<file path="config.mk">
export PLATFORM = sky130hd
export DESIGN_NAME = frame_painter
export DESIGN_NICKNAME = d
export VERILOG_FILES = /design/src/rtl/frame_pkg.sv /design/src/rtl/painter_addr_gen.sv /design/src/rtl/frame_painter.sv
export SDC_FILE = /design/constraint.sdc
export NUM_CORES = 1
export LEC_CHECK = 0
export ABC_AREA = 1
export CAP_MARGIN = 20
export CELL_PAD_IN_SITES_DETAIL_PLACEMENT = 0
export CELL_PAD_IN_SITES_GLOBAL_PLACEMENT = 2
export CORE_MARGIN = 2
export CORE_UTILIZATION = 34
export DETAILED_ROUTE_END_ITERATION = 10
export PLACE_DENSITY_LB_ADDON = 0.05
export SLEW_MARGIN = 5
export SYNTH_ARGS = -nofsm -noshare
export SYNTH_HDL_FRONTEND = slang
export SYNTH_HIERARCHICAL = 1
export SYNTH_SLANG_ARGS = --single-unit
</file>
<file path="constraint.sdc">
create_clock -name Clk -period 4.3 [get_ports Clk]
set_input_delay 0.86 -clock Clk [delete_from_list [all_inputs] [get_ports Clk]]
set_output_delay 0.86 -clock Clk [all_outputs]
set_load 0.01 [all_outputs]
</file>
<file path="src/rtl/frame_pkg.sv">
// Shared frame buffer constants and the painter FSM state type.
// Imported by frame_painter (write side) and frame_displayer (read side).
package frame_pkg;

  localparam int unsigned H_RES     = 640;
  localparam int unsigned V_RES     = 480;
  localparam int unsigned FB_ADDR_W = 19;
  localparam int unsigned FB_PIX_W  = 8;

  typedef enum logic [1:0] {
    IDLE,
    SETUP,
    FILL,
    DONE
  } painter_state_t;

endpackage

</file>
<file path="src/rtl/painter_addr_gen.sv">
// Raster-order address generator for rectangle fills.
//   clk, reset : clock and synchronous active-high reset
//   load       : capture x0/y0 (start corner) and x_end/y_end (exclusive bounds)
//   step       : advance to the next pixel in row-major order
//   addr       : registered frame buffer address (row_base + x) of the current pixel
//   last       : current pixel is the final one of the region
module painter_addr_gen #(
  parameter int unsigned H_RES  = frame_pkg::H_RES,
  parameter int unsigned ADDR_W = frame_pkg::FB_ADDR_W
) (
  input  logic              clk,
  input  logic              reset,
  input  logic              load,
  input  logic [9:0]        x0,
  input  logic [9:0]        y0,
  input  logic [10:0]       x_end,
  input  logic [10:0]       y_end,
  input  logic              step,
  output logic [ADDR_W-1:0] addr,
  output logic              last
);

  logic [9:0]        x_q, y_q, x0_q;
  logic [10:0]       x_end_q, y_end_q;
  logic [ADDR_W-1:0] row_base_q;
  logic [ADDR_W-1:0] y0_w, row_base_load, next_row;
  logic              row_end;

  // y0 * 640 built from shifts: 640 = 512 + 128
  assign y0_w          = ADDR_W'(y0);
  assign row_base_load = (y0_w << 9) + (y0_w << 7);
  assign next_row      = row_base_q + ADDR_W'(H_RES);

  assign row_end = (({1'b0, x_q} + 11'd1) == x_end_q);
  assign last    = row_end && (({1'b0, y_q} + 11'd1) == y_end_q);

  // addr is kept as its own register (incremented along a row, rebuilt
  // from the next row base at row wrap) so the write address leaves as a flop.
  always_ff @(posedge clk) begin
    if (reset) begin
      x_q        <= '0;
      y_q        <= '0;
      x0_q       <= '0;
      x_end_q    <= '0;
      y_end_q    <= '0;
      row_base_q <= '0;
      addr       <= '0;
    end else if (load) begin
      x_q        <= x0;
      y_q        <= y0;
      x0_q       <= x0;
      x_end_q    <= x_end;
      y_end_q    <= y_end;
      row_base_q <= row_base_load;
      addr       <= row_base_load + ADDR_W'(x0);
    end else if (step) begin
      if (row_end) begin
        x_q        <= x0_q;
        y_q        <= y_q + 10'd1;
        row_base_q <= next_row;
        addr       <= next_row + ADDR_W'(x0_q);
      end else begin
        x_q  <= x_q + 10'd1;
        addr <= addr + ADDR_W'(1);
      end
    end
  end

endmodule

</file>
<file path="src/rtl/frame_painter.sv">
// Write-side engine for the frame buffer: fills one clipped rectangle (or the
// whole screen) per command, one pixel per clock in row-major order.
//   Clk, Reset          : system clock, synchronous active-high reset
//   cmd_valid/cmd_ready : command handshake, accepted when both high
//   cmd_x/y/w/h         : rectangle corner and size in pixels
//   cmd_color           : fill colour
//   cmd_clear           : fill the whole screen, coordinates ignored
//   wr_addr/data/en     : registered frame buffer write port
//   busy                : command in progress
//   done                : one-cycle pulse on command completion
module frame_painter #(
  parameter int unsigned H_RES  = frame_pkg::H_RES,
  parameter int unsigned V_RES  = frame_pkg::V_RES,
  parameter int unsigned ADDR_W = frame_pkg::FB_ADDR_W,
  parameter int unsigned PIX_W  = frame_pkg::FB_PIX_W
) (
  input  logic              Clk,
  input  logic              Reset,
  input  logic              cmd_valid,
  output logic              cmd_ready,
  input  logic [9:0]        cmd_x,
  input  logic [9:0]        cmd_y,
  input  logic [9:0]        cmd_w,
  input  logic [9:0]        cmd_h,
  input  logic [PIX_W-1:0]  cmd_color,
  input  logic              cmd_clear,
  output logic [ADDR_W-1:0] wr_addr,
  output logic [PIX_W-1:0]  wr_data,
  output logic              wr_en,
  output logic              busy,
  output logic              done
);
  import frame_pkg::*;

  painter_state_t   state_q, state_d;
  logic [9:0]       x_q, y_q, w_q, h_q;
  logic [PIX_W-1:0] color_q;
  logic             clear_q;
  logic             accept, load, step, last, empty;
  logic [10:0]      x_sum, y_sum, x_end, y_end;
  logic [9:0]       x0, y0;

  assign accept    = cmd_valid && (state_q == IDLE);
  assign cmd_ready = (state_q == IDLE);
  assign busy      = (state_q != IDLE);

  // Clipped bounds from the latched command; 11-bit sums cannot wrap.
  always_comb begin
    x_sum = {1'b0, x_q} + {1'b0, w_q};
    y_sum = {1'b0, y_q} + {1'b0, h_q};
    x0    = x_q;
    y0    = y_q;
    x_end = (x_sum > 11'(H_RES)) ? 11'(H_RES) : x_sum;
    y_end = (y_sum > 11'(V_RES)) ? 11'(V_RES) : y_sum;
    empty = ({1'b0, x_q} >= 11'(H_RES)) || ({1'b0, y_q} >= 11'(V_RES)) ||
            (w_q == '0) || (h_q == '0);
    if (clear_q) begin
      x0    = '0;
      y0    = '0;
      x_end = 11'(H_RES);
      y_end = 11'(V_RES);
      empty = 1'b0;
    end
  end

  always_comb begin
    state_d = state_q;
    load    = 1'b0;
    step    = 1'b0;
    case (state_q)
      IDLE:  if (cmd_valid) state_d = SETUP;
      SETUP: begin
        load    = 1'b1;
        state_d = empty ? DONE : FILL;
      end
      FILL: begin
        step = 1'b1;
        if (last) state_d = DONE;
      end
      DONE:    state_d = IDLE;
      default: state_d = IDLE;
    endcase
  end

  // wr_en/done are registered from the next state so they line up with
  // the state they describe.
  always_ff @(posedge Clk) begin
    if (Reset) begin
      state_q <= IDLE;
      wr_en   <= 1'b0;
      wr_data <= '0;
      done    <= 1'b0;
      x_q     <= '0;
      y_q     <= '0;
      w_q     <= '0;
      h_q     <= '0;
      color_q <= '0;
      clear_q <= 1'b0;
    end else begin
      state_q <= state_d;
      wr_en   <= (state_d == FILL);
      done    <= (state_d == DONE);
      if (state_q == SETUP) wr_data <= color_q;
      if (accept) begin
        x_q     <= cmd_x;
        y_q     <= cmd_y;
        w_q     <= cmd_w;
        h_q     <= cmd_h;
        color_q <= cmd_color;
        clear_q <= cmd_clear;
      end
    end
  end

  painter_addr_gen #(
    .H_RES  (H_RES),
    .ADDR_W (ADDR_W)
  ) u_addr_gen (
    .clk    (Clk),
    .reset  (Reset),
    .load   (load),
    .x0     (x0),
    .y0     (y0),
    .x_end  (x_end),
    .y_end  (y_end),
    .step   (step),
    .addr   (wr_addr),
    .last   (last)
  );

endmodule

</file>
Yosys cells after proc, flatten, opt, wreduce, memory -nomap -nowiden
Cells that the tools add are included.
- add/sub/neg operators: 11
- magnitude comparators: 4
- equal/unequal tests: 7
- multiplexer cells: 25
- reductions and logical operators: 12
- operators with widths (cell ; count):
    two-way mux 19 bit ; 6
    two-way mux 10 bit ; 8
    two-way mux 11 bit ; 4
    adder 19 x 10 -> 19 bit ; 2
    adder 10 x 1 -> 11 bit, second input constant ; 2
    adder 10 x 10 -> 11 bit ; 2
    equality test 11 bit ; 2
    adder 10 x 1 -> 10 bit, second input constant ; 2
    logical NOT 10 bit ; 2
    adder 19 x 1 -> 19 bit, second input constant ; 1
    adder 19 x 10 -> 19 bit, second input constant ; 1
    adder 19 x 17 -> 19 bit ; 1
    > comparator 11 x 10 -> 1 bit, second input constant ; 1
    > comparator 11 x 9 -> 1 bit, second input constant ; 1
    greater-or-equal comparator 10 bit, second input constant ; 1
    greater-or-equal comparator 10 x 9 -> 1 bit, second input constant ; 1
    equality test 2 bit, second input constant ; 4
    case mux 2 bit (4 select lines) ; 1
    nonzero test 2 bit ; 3
    two-way mux 1 bit ; 4
    two-way mux 2 bit ; 2
    logical OR 1 bit ; 3
    equality test 2 x 1 -> 1 bit, second input constant ; 1
    logical AND 1 bit ; 2
    2 further kinds ; 2
- register bits: 151
- input port bits: 52
- output and inout port bits: 31
- logic and storage cells: 76

Logic depth before layout (Yosys ltp)
Gate-level depths: netlist (run 1).
- depth after elaboration: 8
- gate-level depth with buffers: 20
- mapped depth without buffers: 20

Hierarchy
The synthesis (run 1) kept the hierarchy.
- by module, submodules not included (module ; instances ; cells each ; area each (um2) ; sequential area each (um2)):
    painter_addr_gen ; 1 ; 1004 ; 6127.1 ; 1661.6
    frame_painter ; 1 ; 549 ; 3604.7 ; 1221.2

Worst setup path before layout (run 1)
Ideal clock, no wire load.
- kind: register to register
- start point: register clear_q
- end point: register u_addr_gen.addr[18]
- library setup time: 0.109 ns
- arrival: 2.515 ns
- required time: 4.191 ns
- slack: 1.676 ns
- stages on the path, launching flop included: 15
- buffers on the path: 1
- clock period less this slack: 2.624 ns
- path through: dfxtp_1 clkbuf_1 nor2_1 ha_1 fa_1 xor2_1 nand3_1 nor2_1 nand2_1 nor2_1 nand3_1 nand3_1 nand3_1 nand2_1 inv_1
- word-level cells in the longest chain between the ends: 4
- elaborated cells between the ends (all ways): 5
- classes of those cells: add/sub (2); mux (3)
- RTL lines (item ; RTL line ; text):
    start: declaration ; frame_painter.sv:38 ; logic clear_q;
    start signal: assignment ; frame_painter.sv:110 ; clear_q <= cmd_clear;
    two-way mux 10 bit ; frame_painter.sv:57 ; if (clear_q) begin
    via y0[0] ; frame_painter.sv:41 ; logic [9:0] x0, y0;
    adder 19 x 17 -> 19 bit ; painter_addr_gen.sv:31 ; assign row_base_load = (y0_w << 9) + (y0_w << 7);
    adder 19 x 10 -> 19 bit ; painter_addr_gen.sv:55 ; addr <= row_base_load + ADDR_W'(x0);
    two-way mux 19 bit ; painter_addr_gen.sv:48 ; end else if (load) begin
    end signal: assignment ; painter_addr_gen.sv:55 ;
    end signal: assignment ; painter_addr_gen.sv:61 ; addr <= next_row + ADDR_W'(x0_q);
    end signal: assignment ; painter_addr_gen.sv:64 ; addr <= addr + ADDR_W'(1);
    end: declaration ; painter_addr_gen.sv:19 ; output logic [ADDR_W-1:0] addr,
The timed path passes the listed nets, and every way through them passes these cells.
A chain may end at the register's enable or synchronous reset.

Worst setup path after layout (run 1)
Same ends and word-level chain as after synthesis.

==> metrics, run 1 <==
outcome complete, no violations; Worst slew margin 0.3948; Critical Path Max Stage Delay 0.87 ns; Final HPWL DP 22.81 mm; Worst Hold Endpoint u_addr_gen/x0_q[0]; Crit path arrival time 3.58 ns; setup TNS 0 ns; row cnt 61; Area growth, synth to finish 18.68%; IO Pins 83; critical path class reg -> reg; RSZ-0062 raised after global routing false; Fmax 306.4 MHz; max-cap violations 0; cell family with most CP delay simple AND/OR/NAND/NOR gates; CP max FO 24; post-CTS setup buffers 0; total grt overflow 0; Antenna Nets Post-Route 0; router iterations before antenna repair 5; Critical Path, Cell by Cell nor2_1 > ha_1 > fa_1 > xor2_1 > nand3_1 > nor2_1 > nand2_1 > nor2_1 > nand3_1 > nand3_1 > nand3_1 > nand2_1 > inv_1; Worst R2R Start clear_q; r2r setup slk 1.04 ns; total clock sinks 144; Slew @ Worst Pin 0.9047 ns; period utilization 0.7589; clk slew on worst S/H paths 0.07 ns; Hold Path Depth 2; WP data required 4.61 ns; Max IR drop VDD 0.0002445 V; hold path start u_addr_gen/x0_q[0]; Initial Util 0.3474; drt drc 0; Nets 1708; final hold vios 0; H-tree depth 4; clk_lat worst skew 0.42 ns; Avg Inst Size Synth 6.266 um^2; pin count of the biggest net entering global routing 83; final setup fails 0; min Tclk post-route 3.263 ns; CORE AREA 28010 um^2; Final Skew 0.01108 ns; root buffer cell clkbuf_16; die area 29990 um^2; I/O Buffers 82; share of cells above drive strength 1 0.05484; antenna violations before repair 0; LEAKAGE 5.238 nW; crit path capture type register; most common flop cell mapped by yosys dfxtp_1; ant diodes 0; 1st-iter DRT viols 505; Die X 173.2 um; post-CTS sizing 0; routed len/inst 14.94 um; clk buf depth 2; gr usage total 0.2029; register bit total from synthesis 144; PwrDens 494.5 nW/um^2; Routed WL 29.90 mm; number of synthesized flops with an enable pin 0; vias in the first global route 9378; Critical path buffers and inverters 1; die height 173.2 um; cells after synthesis 1553; finished layout cell area 11550 um^2; Seq/Total Area, Yosys 0.2962; CTS buffer count 17; Reg2Reg Depth 13; Slowest-stage cell, CP dfxtp_1; Final Slew Violations 0; CP startpoint clear_q; RePlAce Congestion 0.7976; mean number of vias per cell 4.780; cell area after placement 10870 um^2; CTS tree yes; crit start category register; first-pass GRT wire length 49.44 mm; FILL cells 3089; Unique masters post-synth 43; Mapped Area 9732 um^2; hold_buf cts 0; HP Class reg -> reg; via count 9565; async set-reset flop share out of synthesis 0; YS warnings 6; Most common cell on crit path nand3_1; Reg-to-Reg End u_addr_gen/addr[18]
==> layer usage <==
metal	vias up	global-route usage	routed length [um]
met4	0	0.04944	427
met3	19	0.03540	1061
met2	142	0.3277	13120
li1	5142	-	-
met5	-	0	0
met1	4262	0.2804	15290
==> per-stage QoR <==
stage               std cells  total power [mW]  setup slack, ns  hold WS (ns)  utilization
floorplan                1555             3.298            1.676        0.4473            -
global placement         1969             4.010            1.093        0.4613       0.3881
detailed placement       1969             4.003            1.027        0.4674       0.3881
CTS                      2001             5.779            1.001        0.4766       0.4123
global route             2001             6.174           0.6031        0.5046       0.4123
finish                   2001             5.711            1.037        0.4747       0.4123
==> logic make-up (layout without fill, tap and decap cells) <==
| group | after synthesis | in the layout | share of synthesized area |
|---|---|---|---|
| AND/OR/NAND/NOR | 787 | 787 | 0.3437 |
| XOR/XNOR | 42 | 42 | 0.03973 |
| buffers and inverters | 237 | 305 | 0.09424 |
| other | 2 | 4 | 0.0007717 |
| flip-flops | 144 | 144 | 0.2962 |
| AO/OA/AOI/OAI | 295 | 295 | 0.1632 |
| adder cells (fa/ha/maj) | 46 | 46 | 0.06223 |
==> placed cells by master (no fill, tap or decap), drive strengths merged <==
master         netlist  final
nand2              388    388
nor2               227    227
inv                181    186
dfxtp              144    144
o21ai              142    142
a21oi              130    130
nand3              104    104
clkdlybuf4s50        0     82
ha                  42     42
nand4               29     29
xor2                28     28
nor3                18     18
clkbuf              45     18
xnor2               14     14
o211ai              12     12
nand3b              11     11
buf                  9      8
or2                  7      7
bufinv               0      6
fa                   4      4
conb                 2      4
a31oi                3      3
clkinv               2      3
clkinvlp             0      2
nor4                 2      2
a21o                 2      2
a22oi                2      2
and3                 1      1
a21boi               1      1
o21a                 1      1
o21bai               1      1
o221ai               1      1
==> synth_stat cells, types with 2 or more instances <==
cell	count	area, um^2
nand2_1	376	1411
ha_1	42	525.5
conb_1	2	7.510
fa_1	4	80.08
dfxtp_1	144	2883
nand2_4	2	22.52
nor2_4	3	33.78
nand3b_1	11	82.58
nand4_1	29	181.4
a31oi_1	3	18.77
a21o_1	2	15.01
nand2_2	10	62.56
buf_1	2	7.510
buf_2	4	20.02
inv_2	4	15.01
nor2_2	5	31.28
a21oi_2	12	105.1
clkinv_1	2	7.510
o21ai_1	15	75.07
nand3_1	103	515.5
xor2_1	27	236.5
inv_1	177	664.4
a22oi_1	2	15.01
o211ai_1	12	90.09
nor2_1	219	822.0
buf_6	3	33.78
nor3_1	17	85.08
clkbuf_1	45	168.9
xnor2_1	14	122.6
o21ai_0	127	635.6
or2_2	6	37.54
a21oi_1	117	585.6
nor4_1	2	12.51
==> worst min-delay path, stage by stage, from the launching register on <==
cell,delay [ns]
dfxtp_1,0.29
nand2_1,0.07
a21oi_1,0.06
==> layout make-up <==
cell class / count / area (um^2) / share of cell area
Multi-Input combinational cell: 1174 / 5947 / 0.5149
Sequential cell: 144 / 2883 / 0.2496
Timing Repair Buffer: 90 / 880.8 / 0.07626
Inverter: 183 / 686.9 / 0.05947
Tap cell: 378 / 473.0 / 0.04095
Clock buffer: 18 / 429.2 / 0.03716
Clock inverter: 14 / 250.2 / 0.02167
==> power by group <==
group	leakage [nW]	switching (mW)	internal, mW
clock network	0.324	0.646	1.10
logic	3.73	1.39	0.773
registers	1.18	0.228	1.57
total	5.24	2.27	3.45
==> worst max-delay path by stage <==
| stage | end | cells after the start | slack [ns] |
|---|---|---|---|
| global route | u_addr_gen/addr[18] | 13 | 0.60 |
| CTS | u_addr_gen/addr[18] | 13 | 1.00 |
| finish | u_addr_gen/addr[18] | 13 | 1.04 |
| floorplan | u_addr_gen/addr[18] | 14 | 1.68 |
| detailed placement | u_addr_gen/addr[18] | 13 | 1.03 |
| global placement | u_addr_gen/addr[18] | 13 | 1.09 |
==> sequential cells by signal, indices dropped and copies added (netlist names), 2 cells and up <==
signal,cells
y_q,10
color_q,8
u_addr_gen/addr,19
x_q,10
u_addr_gen/x_end_q,11
w_q,10
state_q,2
u_addr_gen/y_q,10
u_addr_gen/row_base_q,12
h_q,10
u_addr_gen/y_end_q,11
u_addr_gen/x_q,10
wr_data,8
u_addr_gen/x0_q,10
No activity file was read; power rests on OpenSTA's default activity.
==> inputs of run 2 (changes only) <==
--- a/config.mk
+++ b/config.mk
@@ -10,7 +10,7 @@
 export CELL_PAD_IN_SITES_DETAIL_PLACEMENT = 0
 export CELL_PAD_IN_SITES_GLOBAL_PLACEMENT = 2
 export CORE_MARGIN = 2
-export CORE_UTILIZATION = 34
+export CORE_UTILIZATION = 29
 export DETAILED_ROUTE_END_ITERATION = 10
 export PLACE_DENSITY_LB_ADDON = 0.05
 export SLEW_MARGIN = 5
==> constraint.sdc (replaced) <==
create_clock -name Clk -period 2.69 [get_ports Clk]
set_input_delay 0.538 -clock Clk [delete_from_list [all_inputs] [get_ports Clk]]
set_output_delay 0.538 -clock Clk [all_outputs]
set_load 0.01 [all_outputs]
==> metrics, run 2 (same netlist as run 1, synthesis figures left out) <==
final hold vios 0 (unchanged); row cnt 67 (+9.8%); I/O Buffers 82 (unchanged); Final HPWL DP 25.07 mm (+9.9%); H-tree depth 4 (unchanged); via count 9859 (+3.1%); gr usage total 0.1843 (-0.01860); commonest non-fill, non-tap cells in the layout nand2_1 (373), nor2_1 (204), inv_1 (176); RePlAce Congestion 0.8147 (+2.1%); Largest register FFs 19 (unchanged); Slew @ Worst Pin 0.5846 ns (-0.3200 ns); crit path capture type register; routed len/inst 15.21 um (+1.8%); outcome complete, no violations; Fmax 405.4 MHz (+32%); pin count of the biggest net entering global routing 46 (-45%); Largest regs u_addr_gen/addr (19), u_addr_gen/row_base_q (12); clk slew on worst S/H paths 0.07 ns (about the same); Final Skew 0.01669 ns (+0.005612 ns); Slowest-stage cell, CP dfxtp_2; hold_ws 0.4725 ns (-0.002133 ns); 1st-iter DRT viols 494 (-2.2%); CP max FO 5 (-79%); Most common cell on crit path nand2_1; min Tclk post-route 2.467 ns (-0.7966 ns); router iterations before antenna repair 4 (-1); HP Class reg -> reg; Worst R2R Start u_addr_gen/y_q[0]; ant diodes 0 (unchanged); Reg-to-Reg End done; cell family with most CP delay simple AND/OR/NAND/NOR gates; Max IR drop VDD 0.0004189 V (+71%); crit start category register; period utilization 0.9170 (+0.1581); CTS buffer count 17 (unchanged); PwrDens 739.9 nW/um^2 (+50%); commonest non-fill, non-tap cell in the layout nand2_1; share of cells above drive strength 1 0.09772 (+0.04289); root buffer cell clkbuf_16; max-cap violations 0 (unchanged); CP startpoint u_addr_gen/y_q[0]; setup TNS 0 ns (unchanged); antenna violations before repair 0 (unchanged); drt drc 0 (unchanged); CTS tree yes; Total Power 8.879 mW (+55%); clk_lat worst skew 0.44 ns (+0.02 ns); WP data required 3.06 ns (-1.55 ns); hold_buf cts 0 (unchanged); total clock sinks 144 (unchanged); Area growth, synth to finish 23.31%; total grt overflow 0 (unchanged); Worst Hold Endpoint u_addr_gen/x0_q[0]; clk buf depth 2 (unchanged); critical path class reg -> reg; Antenna Nets Post-Route 0 (unchanged); met2 Resource Use GR 0.2951 (-0.03256); RSZ-0062 raised after global routing true; GRT met3 Usage 0.03959 (+0.004187); Critical Path, Cell by Cell ha_2 > nand2_1 > nor2_1 > nand2_1 > nor2_2 > xor2_2 > o21ai_0 > nor3_1 > nand3_2 > nor3_2 > o21ai_0 > nand2_1 > nand2_1 > nand2_1 > nand2_1 > nor2_1; mean number of vias per cell 4.659 (-2.5%); Die X 187.2 um (+8.1%); Crit path arrival time 2.84 ns (-0.74 ns); final setup fails 0 (unchanged); Final Slew Violations 0 (unchanged); register with the most flip-flops u_addr_gen/addr; finished layout cell area 12000 um^2 (+3.9%); die height 187.2 um (+8.1%); CORE AREA 33280 um^2 (+19%); Worst slew margin 0.6098 (+0.2151); cell area after placement 11320 um^2 (+4.1%); met1 Use GR 0.2530 (-0.02737); Routed WL 32.18 mm (+7.6%); hold path start u_addr_gen/x0_q[0]; Initial Util 0.2924 (-0.05502); die area 35040 um^2 (+17%); Nets 1753 (+2.6%); Hold Path Depth 2 (unchanged); IO Pins 83 (unchanged); LEAKAGE 5.388 nW (+2.9%); r2r setup slk 0.22 ns (-0.81 ns); Reg2Reg Depth 16 (+3); first-pass GRT wire length 51.49 mm (+4.2%); vias in the first global route 9429 (+0.54%); Top Usage Layer GRT met2; Critical Path Max Stage Delay 0.38 ns (-0.49 ns); Critical path buffers and inverters 0 (-1)
[run 2: layer usage]
layer	up-vias	wire length, um
li1	5228	-
met3	21	1489
met5	-	0
met2	150	14020
met1	4460	16190
met4	0	482
[run 2: layout make-up]
class	instances	area, um^2
repair buffers	135	1264
multi-input cells	1174	6070
clock buffers	21	450.4
well taps	448	560.5
inverters	183	686.9
clock inverters	11	82.58
flip-flops and latches	144	2887
fillers	3764	21280
[run 2: power by group]
part | leakage, nW | internal (mW) | switching [mW] | total [mW]
combinational | 3.96 | 1.42 | 2.36 | 3.77
sequential | 1.18 | 2.51 | 0.342 | 2.85
clock | 0.246 | 1.21 | 1.04 | 2.25
total | 5.39 | 5.14 | 3.74 | 8.88
[run 2: worst reg2reg max path, stage by stage, from the launching register on]
cell and delay (ns):
dfxtp_2 0.38, ha_2 0.22, nand2_1 0.07, nor2_1 0.15
nand2_1 0.10, nor2_2 0.14, xor2_2 0.22, o21ai_0 0.11
nor3_1 0.22, nand3_2 0.17, nor3_2 0.15, o21ai_0 0.10
nand2_1 0.10, nand2_1 0.05, nand2_1 0.08, nand2_1 0.07
nor2_1 0.08
[run 2: how the worst max path moves through the flow]
| stage | to | slack, ns | cells past startpoint |
|---|---|---|---|
| floorplan | u_addr_gen/addr[18] | 0.07 | 14 |
| global placement | u_addr_gen/addr[17] | 0.13 | 14 |
| detailed placement | done | 0.05 | 16 |
| CTS | done | 0.02 | 16 |
| global route | done | -0.06 | 16 |
| finish | done | 0.22 | 16 |
[run 2: stage by stage]
stage          cells    util  worst slack, ns
2_1_floorplan   1555       -          0.06583
3_3_place_gp    2082  0.3401           0.1324
3_5_place_dp    2082  0.3401          0.04952
4_1_cts         2114  0.3561          0.02172
5_1_grt         2116  0.3606         -0.06101
6_report        2116  0.3606           0.2234
[run 2: repair_timing]
action                     CTS  global route
resized for setup            0            39
setup endpoints to repair    0            25
setup buffers                0             2
==> inputs of run 3 (changes only) <==
--- a/config.mk
+++ b/config.mk
@@ -16,5 +16,4 @@
 export SLEW_MARGIN = 5
 export SYNTH_ARGS = -nofsm -noshare
 export SYNTH_HDL_FRONTEND = slang
-export SYNTH_HIERARCHICAL = 1
 export SYNTH_SLANG_ARGS = --single-unit
==> metrics, run 3 <==
outcome complete, no violations; min Tclk post-route 2.472 ns (+0.005509 ns); met2 Resource Use GR 0.3253 (+0.03017); Mapped Nets 1566; PwrDens 796.1 nW/um^2 (+7.6%); CORE AREA 31640 um^2 (-4.9%); Yosys top cell area share 0.3083 (+0.01209); period utilization 0.9190 (+0.002048); final setup fails 0 (unchanged); RePlAce Congestion 0.8395 (+3.0%); die height 183.6 um (-1.9%); CP max FO 3 (-2); register bit total from synthesis 144 (unchanged); root buffer cell clkbuf_16; final hold vios 0 (unchanged); WP data required 3.00 ns (-0.06 ns); cell family with most CP delay simple AND/OR/NAND/NOR gates; met1 Use GR 0.2640 (+0.01104); clk_lat worst skew 0.43 ns (about the same); final worst setup slack 0.2179 ns (-0.005509 ns); max-cap violations 0 (unchanged); crit path capture type register; ant diodes 0 (unchanged); Most common cell on crit path nand2_1; HP Class reg -> reg; Total Power 9.065 mW (+2.1%); Slowest-stage cell, CP fa_1; total grt overflow 0 (unchanged); clk buf depth 2 (unchanged); cells after synthesis 1472 (-5.2%); setup TNS 0 ns (unchanged); gr usage total 0.1956 (+0.01131); drt drc 0 (unchanged); Post-synth top cells nand2_1 (371), nor2_1 (214), o21ai_0 (153); total clock sinks 144 (unchanged); GRT met3 Usage 0.03051 (-0.009080); CTS tree yes; most common cell in the netlist nand2_1; row cnt 65 (-3.0%); Routed WL 32.14 mm (-0.13%); Area growth, synth to finish 21.77%; crit start category register; most common flop cell mapped by yosys dfxtp_1; Slew @ Worst Pin 0.6179 ns (+0.03331 ns); CTS buffer count 17 (unchanged); H-tree depth 4 (unchanged); Unique masters post-synth 49 (+14%); Initial Util 0.2956 (+0.003134); FILL cells 3506 (-6.9%); Avg Inst Size Synth 6.352 um^2 (+1.4%); IO Pins 83 (unchanged); Antenna Nets Post-Route 0 (unchanged); critical path class reg -> reg; mean number of vias per cell 4.791 (+2.8%); 1st-iter DRT viols 472 (-4.5%); Worst slew margin 0.5828 (-0.02700); pin count of the biggest net entering global routing 65 (+41%); via count 9447 (-4.2%); routed len/inst 16.30 um (+7.2%); Largest regs u_addr_gen.addr (19), u_addr_gen.row_base_q (12); finished layout cell area 11390 um^2 (-5.1%); Nets 1651 (-5.8%); share of cells above drive strength 1 0.07325 (-0.02447); vias in the first global route 9235 (-2.1%); die area 33690 um^2 (-3.8%); first-pass GRT wire length 51.41 mm (-0.17%); YS warnings 0 (-6); Die X 183.6 um (-1.9%); number of synthesized flops with an enable pin 0 (unchanged); Max IR drop VDD 0.0004358 V (+4.0%); commonest non-fill, non-tap cells in the layout nand2_1 (368), nor2_1 (208), o21ai_0 (152); commonest non-fill, non-tap cell in the layout nand2_1; LEAKAGE 4.985 nW (-7.5%); router iterations before antenna repair 7 (+3); Fmax 404.5 MHz (-0.22%); clk slew on worst S/H paths 0.06 ns (about the same); Mapped Area 9350 um^2 (-3.9%); main area contributors after synthesis dfxtp_1 (31%), nand2_1 (15%), nor2_1 (8.6%); Top Usage Layer GRT met2; Final Skew 0.009128 ns (-0.007567 ns); async set-reset flop share out of synthesis 0 (unchanged); Crit path arrival time 2.78 ns (-0.06 ns); Largest register FFs 19 (unchanged); antenna violations before repair 0 (unchanged); post-synth top area cell dfxtp_1; I/O Buffers 82 (unchanged); Critical Path Max Stage Delay 0.41 ns (+0.03 ns); Critical path buffers and inverters 2 (+2); cell area after placement 10750 um^2 (-5.1%); Seq/Total Area, Yosys 0.3083 (+0.01209); Post-Place Setup Slack 0.05382 ns (+0.004305 ns); Final Slew Violations 0 (unchanged); register with the most flip-flops u_addr_gen.addr; Final HPWL DP 24.68 mm (-1.6%); RSZ-0062 raised after global routing true; Critical Path, Cell by Cell ha_1 > inv_1 > fa_1 > nor3_1 > nor2_1 > nor2_2 > nand2_1 > nand2_1 > xor2_1 > nand3_1 > o21ai_2 > buf_4 > a21oi_1; hold_ws 0.4658 ns (-0.006742 ns)
## run 3: kinds of logic after synthesis
group                      after synthesis  share of synthesized area
xor gates and xnor gates                52                    0.04871
and+or+nand+nor                        747                     0.3376
adders and majority gates               42                    0.05781
DFF                                    144                     0.3083
AOI/OAI and AO/OA                      287                     0.1611
muxes                                    1                   0.001071
other                                    1                  0.0004011
buffers and inverters                  198                    0.08497
## run 3: metrics by stage
stage | utilization | instances
floorplan | - | 1472
global placement | 0.3396 | 1940
detailed placement | 0.3396 | 1940
CTS | 0.3577 | 1972
global route | 0.3599 | 1972
finish | 0.3599 | 1972
## run 3: worst min-delay path, stage by stage (launching register included)
cell	delay (ns)
dfxtp_1	0.32
inv_1	0.07
nor2_1	0.04
## run 3: power breakdown
part / internal [mW] / leakage [nW] / switching [mW] / total [mW]
Combinational: 1.42 / 3.53 / 2.32 / 3.74
Clock: 1.37 / 0.272 / 0.976 / 2.35
Sequential: 2.54 / 1.18 / 0.444 / 2.98
Total: 5.33 / 4.98 / 3.74 / 9.06
## run 3: metal layers
layer	share of wire	up-vias	routed length, um
li1	-	4948	-
met1	0.51	4331	16230
met2	0.45	150	14590
met3	0.028	18	912
met4	0.012	0	397
met5	0	-	0
## run 3: cell type report
class	count	area, um^2	share of cell area
Clock buffer	24	491.7	0.04319
Inverter	144	540.5	0.04747
Multi-Input combinational cell	1130	5736	0.5037
Timing Repair Buffer	120	1147	0.1008
Tap cell	402	503.0	0.04418
Clock inverter	8	80.08	0.007033
Sequential cell	144	2888	0.2536
## run 3: path summary, 6_finish.rpt
kind / from / to / slack (ns) / cells after the start
hold reg to reg: u_addr_gen.x_end_q[10] / u_addr_gen.x_end_q[10] / 0.47 / 2
setup / recovery: h_q[0] / u_addr_gen.y_end_q[8] / 0.22 / 13
hold / removal: u_addr_gen.x_end_q[10] / u_addr_gen.x_end_q[10] / 0.47 / 2
setup reg to reg: h_q[0] / u_addr_gen.y_end_q[8] / 0.22 / 13
## run 3: what timing repair did
item                                    in CTS  in global routing
hold endpoints to repair                     0                  0
gates resized for setup                      0                 22
hold buffers                                 0                  0
endpoints found under the setup margin       0                 21
buffers inserted                             0                  0
